### config.mk
export PLATFORM = sky130hd
export DESIGN_NAME = glitch_sequencer
export DESIGN_NICKNAME = d
export VERILOG_FILES = /design/src/rtl/glitch_pkg.sv /design/src/rtl/glitch_trig_qual.sv /design/src/rtl/glitch_sequencer.sv
export SDC_FILE = /design/constraint.sdc
export NUM_CORES = 1
export LEC_CHECK = 0
export CAP_MARGIN = 5
export CORE_ASPECT_RATIO = 0.7
export CORE_MARGIN = 2
export CORE_UTILIZATION = 55
export CTS_BUF_LIST = sky130_fd_sc_hd__clkbuf_16
export DETAILED_ROUTE_END_ITERATION = 12
export GPL_ROUTABILITY_DRIVEN = 0
export HOLD_SLACK_MARGIN = 0.05
export PLACE_DENSITY = 0.86
export REMOVE_ABC_BUFFERS = 1
export SYNTH_ARGS = -nofsm -noshare
export SYNTH_HDL_FRONTEND = slang
export SYNTH_SLANG_ARGS = --single-unit
### constraint.sdc
create_clock -name clk -period 3.9 [get_ports clk]
set_input_delay 0.78 -clock clk [delete_from_list [all_inputs] [get_ports clk]]
set_output_delay 0.78 -clock clk [all_outputs]
set_load 0.05 [all_outputs]
### src/rtl/glitch_pkg.sv
// Shared types and helpers for the glitch sequencer: FSM state encoding,
// edge-select constants and the pattern-index width helper.
package glitch_pkg;

    typedef enum logic [2:0] {
        IDLE    = 3'd0,
        TRIG    = 3'd1,
        HOLDOFF = 3'd2,
        GLITCH  = 3'd3,
        GAP     = 3'd4,
        DONE    = 3'd5
    } state_e;

    localparam logic EDGE_RISE = 1'b0;
    localparam logic EDGE_FALL = 1'b1;

    function automatic int pat_idx_w(input int depth);
        return (depth > 1) ? $clog2(depth) : 1;
    endfunction

endpackage

### src/rtl/glitch_trig_qual.sv
// Trigger qualifier: 2-flop synchroniser, selectable edge detector and a saturating
// edge counter. Everything is held at zero while en is low.
module glitch_trig_qual
    import glitch_pkg::*;
#(
    parameter int PCNT_W = 12
) (
    input  logic              clk,
    input  logic              rst_n,
    input  logic              en,
    input  logic              trig_fall,
    input  logic              i_trigger,
    output logic [PCNT_W-1:0] edge_cnt
);

    logic              sync1_q, sync2_q, prev_q;
    logic              edge_s;
    logic [PCNT_W-1:0] cnt_q, cnt_d;

    // Edge detect and saturating count; edge_cnt already includes this cycle's edge.
    always_comb begin
        edge_s = (trig_fall == EDGE_FALL) ? (prev_q & ~sync2_q) : (sync2_q & ~prev_q);
        cnt_d  = cnt_q;
        if (!en) begin
            cnt_d = '0;
        end else if (edge_s && (cnt_q != {PCNT_W{1'b1}})) begin
            cnt_d = cnt_q + PCNT_W'(1);
        end else begin
            cnt_d = cnt_q;
        end
    end

    assign edge_cnt = cnt_d;

    // Synchroniser, edge history and counter registers.
    always_ff @(posedge clk or negedge rst_n) begin
        if (!rst_n) begin
            sync1_q <= 1'b0;
            sync2_q <= 1'b0;
            prev_q  <= 1'b0;
            cnt_q   <= '0;
        end else if (!en) begin
            sync1_q <= 1'b0;
            sync2_q <= 1'b0;
            prev_q  <= 1'b0;
            cnt_q   <= '0;
        end else begin
            sync1_q <= i_trigger;
            sync2_q <= sync1_q;
            prev_q  <= sync2_q;
            cnt_q   <= cnt_d;
        end
    end

endmodule

### src/rtl/glitch_sequencer.sv
// Multi-channel glitch sequencer: trigger count, holdoff, repeated pattern plays with gaps.
// Optional watchdog on the trigger wait is enabled with `define GLITCH_TIMEOUT_EN.
module glitch_sequencer
    import glitch_pkg::*;
#(
    parameter int CHANNELS  = 2,
    parameter int PAT_DEPTH = 32,
    parameter int HOLD_W    = 32,
    parameter int PCNT_W    = 12,
    parameter int REP_W     = 8
) (
    input  logic                            clk,
    input  logic                            rst_n,
    input  logic                            armed,
    input  logic                            i_trigger,
    input  logic                            trig_fall,
    input  logic                            idle_state,
    input  logic                            on_state,
    input  logic                            rst_on_state,
    input  logic [PCNT_W-1:0]               pulse_target,
    input  logic [HOLD_W-1:0]               holdoff,
    input  logic [HOLD_W-1:0]               gap,
    input  logic [$clog2(PAT_DEPTH+1)-1:0]  pat_len,
    input  logic [REP_W-1:0]                repeats,
    input  logic [CHANNELS*PAT_DEPTH-1:0]   pattern,
`ifdef GLITCH_TIMEOUT_EN
    input  logic [HOLD_W-1:0]               timeout,
    output logic                            timed_out,
`endif
    output logic [CHANNELS-1:0]             out,
    output logic                            tgt_rst,
    output logic                            busy,
    output logic                            rdy
);

    localparam int LEN_W = $clog2(PAT_DEPTH + 1);
    localparam int IDX_W = pat_idx_w(PAT_DEPTH);

    state_e                        state_q, state_d;
    logic                          armed_q, arm_rise_s;
    logic                          trig_fall_q, idle_q, on_q, ros_q;
    logic [PCNT_W-1:0]             tgt_q, edge_cnt_s;
    logic [HOLD_W-1:0]             hold_q, gap_q, cnt_q, cnt_d;
    logic [LEN_W-1:0]              len_q, len_clamp_s, k_q, k_d;
    logic [REP_W-1:0]              rep_cfg_q, rep_cnt_q, rep_cnt_d;
    logic [CHANNELS*PAT_DEPTH-1:0] pat_q;
    logic [IDX_W-1:0]              k_idx_s;
    logic                          idle_s, on_s, ros_s, wd_expired_s;
    logic [CHANNELS-1:0]           out_q, out_d;
    logic                          tgt_rst_q, tgt_rst_d, busy_q, busy_d, rdy_q, rdy_d;

    assign arm_rise_s  = armed & ~armed_q;
    assign len_clamp_s = (pat_len > LEN_W'(PAT_DEPTH)) ? LEN_W'(PAT_DEPTH) : pat_len;
    // Until the snapshot exists (disarmed or arming cycle) the live levels apply.
    assign idle_s  = armed_q ? idle_q : idle_state;
    assign on_s    = armed_q ? on_q   : on_state;
    assign ros_s   = armed_q ? ros_q  : rst_on_state;
    assign k_idx_s = k_d[IDX_W-1:0];

    glitch_trig_qual #(.PCNT_W(PCNT_W)) u_qual (
        .clk       (clk),
        .rst_n     (rst_n),
        .en        (armed),
        .trig_fall (trig_fall_q),
        .i_trigger (i_trigger),
        .edge_cnt  (edge_cnt_s)
    );

`ifdef GLITCH_TIMEOUT_EN
    logic [HOLD_W-1:0] timeout_q;
    logic              to_q;
    assign wd_expired_s = (timeout_q != '0) && (cnt_q > timeout_q);
    assign timed_out    = to_q;

    // Watchdog config snapshot and sticky timed-out flag.
    always_ff @(posedge clk or negedge rst_n) begin
        if (!rst_n) begin
            timeout_q <= '0;
            to_q      <= 1'b0;
        end else begin
            if (arm_rise_s) timeout_q <= timeout;
            if (!armed) to_q <= 1'b0;
            else if (state_q == TRIG && state_d == DONE) to_q <= 1'b1;
        end
    end
`else
    assign wd_expired_s = 1'b0;
`endif

    // Config snapshot on the arming cycle; pulse_target 0 behaves as 1.
    always_ff @(posedge clk or negedge rst_n) begin
        if (!rst_n) begin
            armed_q     <= 1'b0;
            trig_fall_q <= 1'b0;
            idle_q      <= 1'b0;
            on_q        <= 1'b0;
            ros_q       <= 1'b0;
            tgt_q       <= '0;
            hold_q      <= '0;
            gap_q       <= '0;
            len_q       <= '0;
            rep_cfg_q   <= '0;
            pat_q       <= '0;
        end else begin
            armed_q <= armed;
            if (arm_rise_s) begin
                trig_fall_q <= trig_fall;
                idle_q      <= idle_state;
                on_q        <= on_state;
                ros_q       <= rst_on_state;
                tgt_q       <= (pulse_target == '0) ? PCNT_W'(1) : pulse_target;
                hold_q      <= holdoff;
                gap_q       <= gap;
                len_q       <= len_clamp_s;
                rep_cfg_q   <= repeats;
                pat_q       <= pattern;
            end
        end
    end

    // Next-state logic; dropping armed aborts from any state.
    always_comb begin
        state_d   = state_q;
        cnt_d     = cnt_q;
        k_d       = k_q;
        rep_cnt_d = rep_cnt_q;
        if (!armed) begin
            state_d   = IDLE;
            cnt_d     = '0;
            k_d       = '0;
            rep_cnt_d = '0;
        end else begin
            case (state_q)
                IDLE: begin
                    state_d   = TRIG;
                    cnt_d     = '0;
                    k_d       = '0;
                    rep_cnt_d = '0;
                end
                TRIG: begin
                    if (edge_cnt_s == tgt_q) begin
                        state_d = HOLDOFF;
                        cnt_d   = '0;
                    end else if (wd_expired_s) begin
                        state_d = DONE;
                    end else begin
                        cnt_d = cnt_q + HOLD_W'(1);
                    end
                end
                HOLDOFF: begin
                    if (cnt_q == hold_q) begin
                        state_d = (len_q == '0) ? DONE : GLITCH;
                        k_d     = '0;
                    end else begin
                        cnt_d = cnt_q + HOLD_W'(1);
                    end
                end
                GLITCH: begin
                    if (k_q == len_q - LEN_W'(1)) begin
                        state_d = (rep_cnt_q < rep_cfg_q) ? GAP : DONE;
                        cnt_d   = '0;
                    end else begin
                        k_d = k_q + LEN_W'(1);
                    end
                end
                GAP: begin
                    if (cnt_q == gap_q) begin
                        state_d   = GLITCH;
                        k_d       = '0;
                        rep_cnt_d = rep_cnt_q + REP_W'(1);
                    end else begin
                        cnt_d = cnt_q + HOLD_W'(1);
                    end
                end
                DONE:    state_d = DONE;
                default: state_d = IDLE;
            endcase
        end
    end

    // Output decode from the next state so registered outputs line up with the state.
    always_comb begin
        out_d     = {CHANNELS{on_s}};
        tgt_rst_d = ~ros_s;
        busy_d    = 1'b0;
        rdy_d     = 1'b0;
        case (state_d)
            IDLE:          out_d = {CHANNELS{idle_s}};
            TRIG, HOLDOFF: busy_d = 1'b1;
            GLITCH: begin
                out_d     = pat_q[int'(k_idx_s)*CHANNELS +: CHANNELS];
                tgt_rst_d = ros_s;
                busy_d    = 1'b1;
            end
            GAP: begin
                tgt_rst_d = ros_s;
                busy_d    = 1'b1;
            end
            DONE: begin
                tgt_rst_d = ros_s;
                rdy_d     = 1'b1;
            end
            default:       out_d = {CHANNELS{idle_s}};
        endcase
    end

    // FSM, sequencing counters and output registers.
    always_ff @(posedge clk or negedge rst_n) begin
        if (!rst_n) begin
            state_q   <= IDLE;
            cnt_q     <= '0;
            k_q       <= '0;
            rep_cnt_q <= '0;
            out_q     <= '0;
            tgt_rst_q <= 1'b0;
            busy_q    <= 1'b0;
            rdy_q     <= 1'b0;
        end else begin
            state_q   <= state_d;
            cnt_q     <= cnt_d;
            k_q       <= k_d;
            rep_cnt_q <= rep_cnt_d;
            out_q     <= out_d;
            tgt_rst_q <= tgt_rst_d;
            busy_q    <= busy_d;
            rdy_q     <= rdy_d;
        end
    end

    assign out     = out_q;
    assign tgt_rst = tgt_rst_q;
    assign busy    = busy_q;
    assign rdy     = rdy_q;

endmodule
After elaboration in Yosys (flattened, before gate mapping)

Index checks and enable logic that the tools add are counted.

Output and inout bits: 5
Input bits: 162
Bits in registers: 228
Word-level logic and storage cells: 111

Eq/ne operators: 24
Magnitude comparators: 2
Add/subtract/negate cells: 5
Reductions and logical operators: 10
Shift-type cells: 1
Bitwise gates (word level): 7
Mux-type cells: 38

Operator list:

| operator                                                               | count |
|---|---|
| 32-bit 2-to-1 mux                                                      | 5 |
| 32-bit one-hot mux with 5 select lines                                 | 1 |
| 32-bit equality test                                                   | 2 |
| 64-bit by 7-bit variable part select with 2-bit output                 | 1 |
| 12-bit 2-to-1 mux                                                      | 4 |
| 32-bit by 1-bit adder with 32-bit output (second input constant)       | 1 |
| 6-bit 2-to-1 mux                                                       | 5 |
| 6-bit one-hot mux with 4 select lines                                  | 1 |
| 3-bit 2-to-1 mux                                                       | 6 |
| 3-bit != test (second input constant)                                  | 6 |
| 3-bit one-hot mux with 6 select lines                                  | 1 |
| 8-bit 2-to-1 mux                                                       | 2 |
| 8-bit one-hot mux with 2 select lines                                  | 1 |
| 12-bit by 1-bit adder with 12-bit output (second input constant)       | 1 |
| 12-bit equality test                                                   | 1 |
| 3-bit by 2-bit equality test with 1-bit output (second input constant) | 4 |
| 3-bit equality test (second input constant)                            | 4 |
| 12-bit logical NOT                                                     | 1 |
| 12-bit != test (second input constant)                                 | 1 |
| 1-bit 2-to-1 mux                                                       | 11 |
| 8-bit by 1-bit adder with 8-bit output (second input constant)         | 1 |
| 8-bit less-than comparator                                             | 1 |
| 4-bit AND reduction                                                    | 2 |
| 4-bit OR reduction                                                     | 2 |
| other kinds (16)                                                       | 22 |

Longest topological paths before layout

Word-level depth: 13
Depth in mapped cells: 15
Gate-level depth less buffers: 14

Modules after synthesis

A second synthesis with hierarchy kept.

Cell total of the unflattened synthesis: 1329
Area total of the unflattened synthesis: 11652.4 µm²

Modules (own cells, without submodules):

| module           | sequential area each (µm²) | cells each | area each (µm²) | times used |
|---|---|---|---|---|
| glitch_sequencer | 5330.1                     | 1252       | 10851.7         | 1 |
| glitch_trig_qual | 375.4                      | 77         | 800.8           | 1 |

Least setup slack after synthesis

OpenSTA, ideal clock, no wires.

Path kind: register -> register
Start: reg len_q[2]
End: reg out_q[0], in the netlist out[0]
Path buffers: 0
Data required time: 3.780 ns
Cell stages (with the launch flop): 11
Clock period less this slack: 3.325 ns
Setup time: 0.120 ns
Slack: 0.575 ns
Arrival: 3.205 ns
Path through: dfrtp_1 or3_1 or3_4 a2111oi_4 and3_4 nor4_2 a21oi_4 mux4_1 o22ai_1 o21ai_1 a31o_1

Cells in the longest elaborated chain, start to end: 8
Elaborated cells between the ends (all ways): 19
Classes of those cells: add/sub (1); eq/ne (6); shift (1); mux (9); reduce/logical (2)

Ends and longest elaborated chain:

| what                                                                                                | RTL line                | text |
|---|---|---|
| from (decl)                                                                                         | glitch_sequencer.sv:44  | `logic [LEN_W-1:0] len_q, len_clamp_s, k_q, k_d;` |
| from (signal assigned)                                                                              | glitch_sequencer.sv:114 | `len_q <= len_clamp_s;` |
| parallel branches: the longest is 7 deep, another holds 6-bit by 1-bit subtractor with 6-bit output | n/a                     |  |
| 2-bit one-hot mux with 2 select lines (*)                                                           | glitch_sequencer.sv:187 | `case (state_d)` |
| net out_d[0]                                                                                        | glitch_sequencer.sv:49  | `logic [CHANNELS-1:0] out_q, out_d;` |
| to (signal assigned)                                                                                | glitch_sequencer.sv:223 | `out_q <= out_d;` |
| to (decl)                                                                                           | glitch_sequencer.sv:49  |  |

Mark *: on every way through the listed nets, which the timed path passes. The select of a mux whose other input is x is not followed.
A chain may end at the register's enable or synchronous reset.

Final worst setup path

Ends and elaborated chain as after synthesis.

==> flow_summary.json <==
{
  "cts_buffer_depth": 3,
  "port_buffers": 166,
  "drc": 0,
  "postRouteAntennaNets": 0,
  "die_x_um": 179,
  "vias_per_cell": 5.58,
  "setup_slack_ps": 208,
  "core_area_um2": 20900,
  "yosysMostFrequentCell": "nand2_1",
  "reg2regPathDepth": 12,
  "grt_start_max_net_pins": 123,
  "worst_ir_drop_vdd_v": 0.000266,
  "synthTopCellsByArea": "dfrtp_1 48%, nand2_1 16%, xnor2_1 3.3%",
  "cts_root_buffer": "clkbuf_16",
  "status": "finished, final reports clean",
  "syn_area_per_cell_um2": 8.66,
  "antenna_cells": 0,
  "finalCritPeriodShare": 0.947,
  "period_minus_slack_ps": 3690,
  "rsz0062_at_grt": "false",
  "ys_seq_area_frac": 0.484,
  "synth_cell_type_count": 78,
  "ys_ff_latch": 228,
  "setup_violations": 0,
  "worstSetupEndpointType": "flop",
  "cp-start-kind": "flop",
  "drive_above_1_share": 0.0668,
  "drt_iter0_markers": 809,
  "syn_area_um2": 11800,
  "r2r_setup_slack_ps": 210,
  "fp.dieH_um": 127,
  "gr-usage-all-layers": 0.269,
  "netlist.area_leader.share": 0.484,
  "first_pass_iters": 5,
  "grt_pass1_vias": 9705,
  "numCtsBuffers": 23,
  "slew-limit-headroom": 0.429,
  "wl_mm": 29.9,
  "max_slew.worst_pin.slew_ps": 857,
  "antenna_found_initial": 0,
  "cp_max_fo": 11,
  "synth_edf_count": 0,
  "grt_remaining_overflow": 0,
  "crit_arrival_ps": 4100,
  "pre_cts_slack_ps": -66.3,
  "htree_levels": 1,
  "yosysTopAreaCell": "dfrtp_1",
  "synthArstFlopShare": 1.00,
  "clk_latency_ps": 520,
  "finalPower_mw": 5.59,
  "synth_commonest_cells": "511 x nand2_1, 228 x dfrtp_1, 52 x clkbuf_1, 47 x o21ai_0, 45 x xnor2_1",
  "cts.sinks": 228,
  "final_nets": 1687,
  "num_rows": 44,
  "clock_skew_ps": 13.6,
  "fin_area_um2": 14500,
  "placed_cell_area_um2": 13800,
  "synthCells": 1362,
  "drv_cap": 0,
  "ys_warn_count": 0,
  "die_area_um2": 22600,
  "routedWlPerCell_um": 16.6,
  "crit_type": "flop to flop",
  "required_ps": 4300,
  "setup_tns_ps": 0,
  "num_vias": 10100,
  "fin_util": 0.695,
  "min_path_type": "primary input to asynchronous set/reset pin",
  "clkSlewWorstSetupHoldPaths_ps": 60,
  "io_pins": 167,
  "area_growth_pct": 22.9,
  "clock.fmax_mhz": 271,
  "grt_pass1_wl_mm": 49.0,
  "cts_tree": "done",
  "hold_viol": 0,
  "start_util": 0.565,
  "p_per_area_nw_per_um2": 385,
  "synthFlopType": "dfrtp_1",
  "drv_slew": 0,
  "cellLeakagePower_nw": 6.91,
  "dp_hpwl_mm": 21.3
}
where the power goes:
part           leakage [nW]  internal, mW  switching, mW
registers              2.92          2.58          0.158
clock network         0.342          1.14          0.915
logic                  3.65         0.392          0.406
cell type report:
type / count / area, um2
Tap cell: 276 / 345
Clock inverter: 16 / 105
Multi-Input combinational cell: 1028 / 5670
Clock buffer: 23 / 576
Inverter: 31 / 119
Timing Repair Buffer: 200 / 1970
Fill cell: 1612 / 6370
Sequential cell: 228 / 5710
path summary, 6_finish.rpt:
kind | start | to
min in group clk | u_qual.sync1_q$_DFF_PN0_ | u_qual.sync2_q$_DFF_PN0_
max reg2reg | len_q[2]$_DFFE_PN0P_ | out[0]$_DFF_PN0_
min | rst_n | gap_q[4]$_DFFE_PN0P_
max | len_q[2]$_DFFE_PN0P_ | out[0]$_DFF_PN0_
max in group asynchronous | rst_n | trig_fall_q$_DFFE_PN0P_
min reg2reg | u_qual.sync1_q$_DFF_PN0_ | u_qual.sync2_q$_DFF_PN0_
cell usage in the layout (no fill, tap or decap), types with 4 or more instances in the layout:
master	count
nand2_1	511
mux2i_1	22
dfrtp_1	228
clkinv_1	6
and2_1	5
nor2_1	40
nor4_1	16
buf_12	4
inv_1	32
xnor2_1	45
o211ai_1	6
nor2b_1	5
nand3_1	33
o31ai_1	6
o21ai_0	47
clkbuf_16	23
clkinv_2	4
a21oi_1	36
mux2_2	6
clkdlybuf4s50_1	165
or4_1	4
a31oi_1	25
buf_4	30
nand4_1	19
a22o_1	7
or3_1	14
nor3_1	12
and3_1	17
xor2_1	38
ha_1	13
o21a_1	5
a21o_1	8
nand2b_1	14
logic make-up (layout without fill, tap and decap cells):
kind of cell	after synthesis	in the layout	synth area share
simple gates	718	719	0.267
fa+ha+maj	13	13	0.0138
compound gates	181	181	0.104
flops	228	228	0.484
xor+xnor	83	83	0.0617
buf+inv	107	270	0.0380
mux	32	32	0.0316
flip-flops by register name, summed over array words and instances, names as in the netlist:
signal and flops:
pat_q 64, cnt_q 32, gap_q 32, hold_q 32, tgt_q 12, u_qual.cnt_q 12, rep_cfg_q 8, rep_cnt_q 8
k_q 6, len_q 6, state_q 3, out 2, armed_q 1, busy 1, idle_q 1, on_q 1
rdy 1, ros_q 1, tgt_rst 1, trig_fall_q 1, u_qual.prev_q 1, u_qual.sync1_q 1, u_qual.sync2_q 1
timing repair:
action,4_1_cts,5_1_grt
hold buffers,0,0
setup endpoints to repair,0,30
gates resized for setup,0,4
buffers inserted,0,3
metrics by stage:
stage | hold WS, ps | std cells
finish | 355 | 1802
CTS | 386 | 1798
global route | 418 | 1802
global placement | 449 | 1759
detailed placement | 453 | 1759
floorplan | 434 | 1286
worst max-delay path, cell delays in order (launching register included):
cell and delay, ps:
dfrtp_1 430, or3_1 450, or3_4 360, a2111oi_4 470, and3_4 260, nor4_2 60, a21oi_4 410, buf_4 250
mux2i_1 220, mux2_2 190, o2bb2ai_1 120, o21ai_1 90, a31o_1 250
routing by layer:
layer  track usage  wire length (um)  vias to the layer above
met5             0                 0                        -
met4        0.0540               533                        0
met3        0.0621              2880                       48
met2         0.385             12600                      408
met1         0.419             13900                     4748
li1              -                 -                     4849
(Power assumes the default switching activity.)
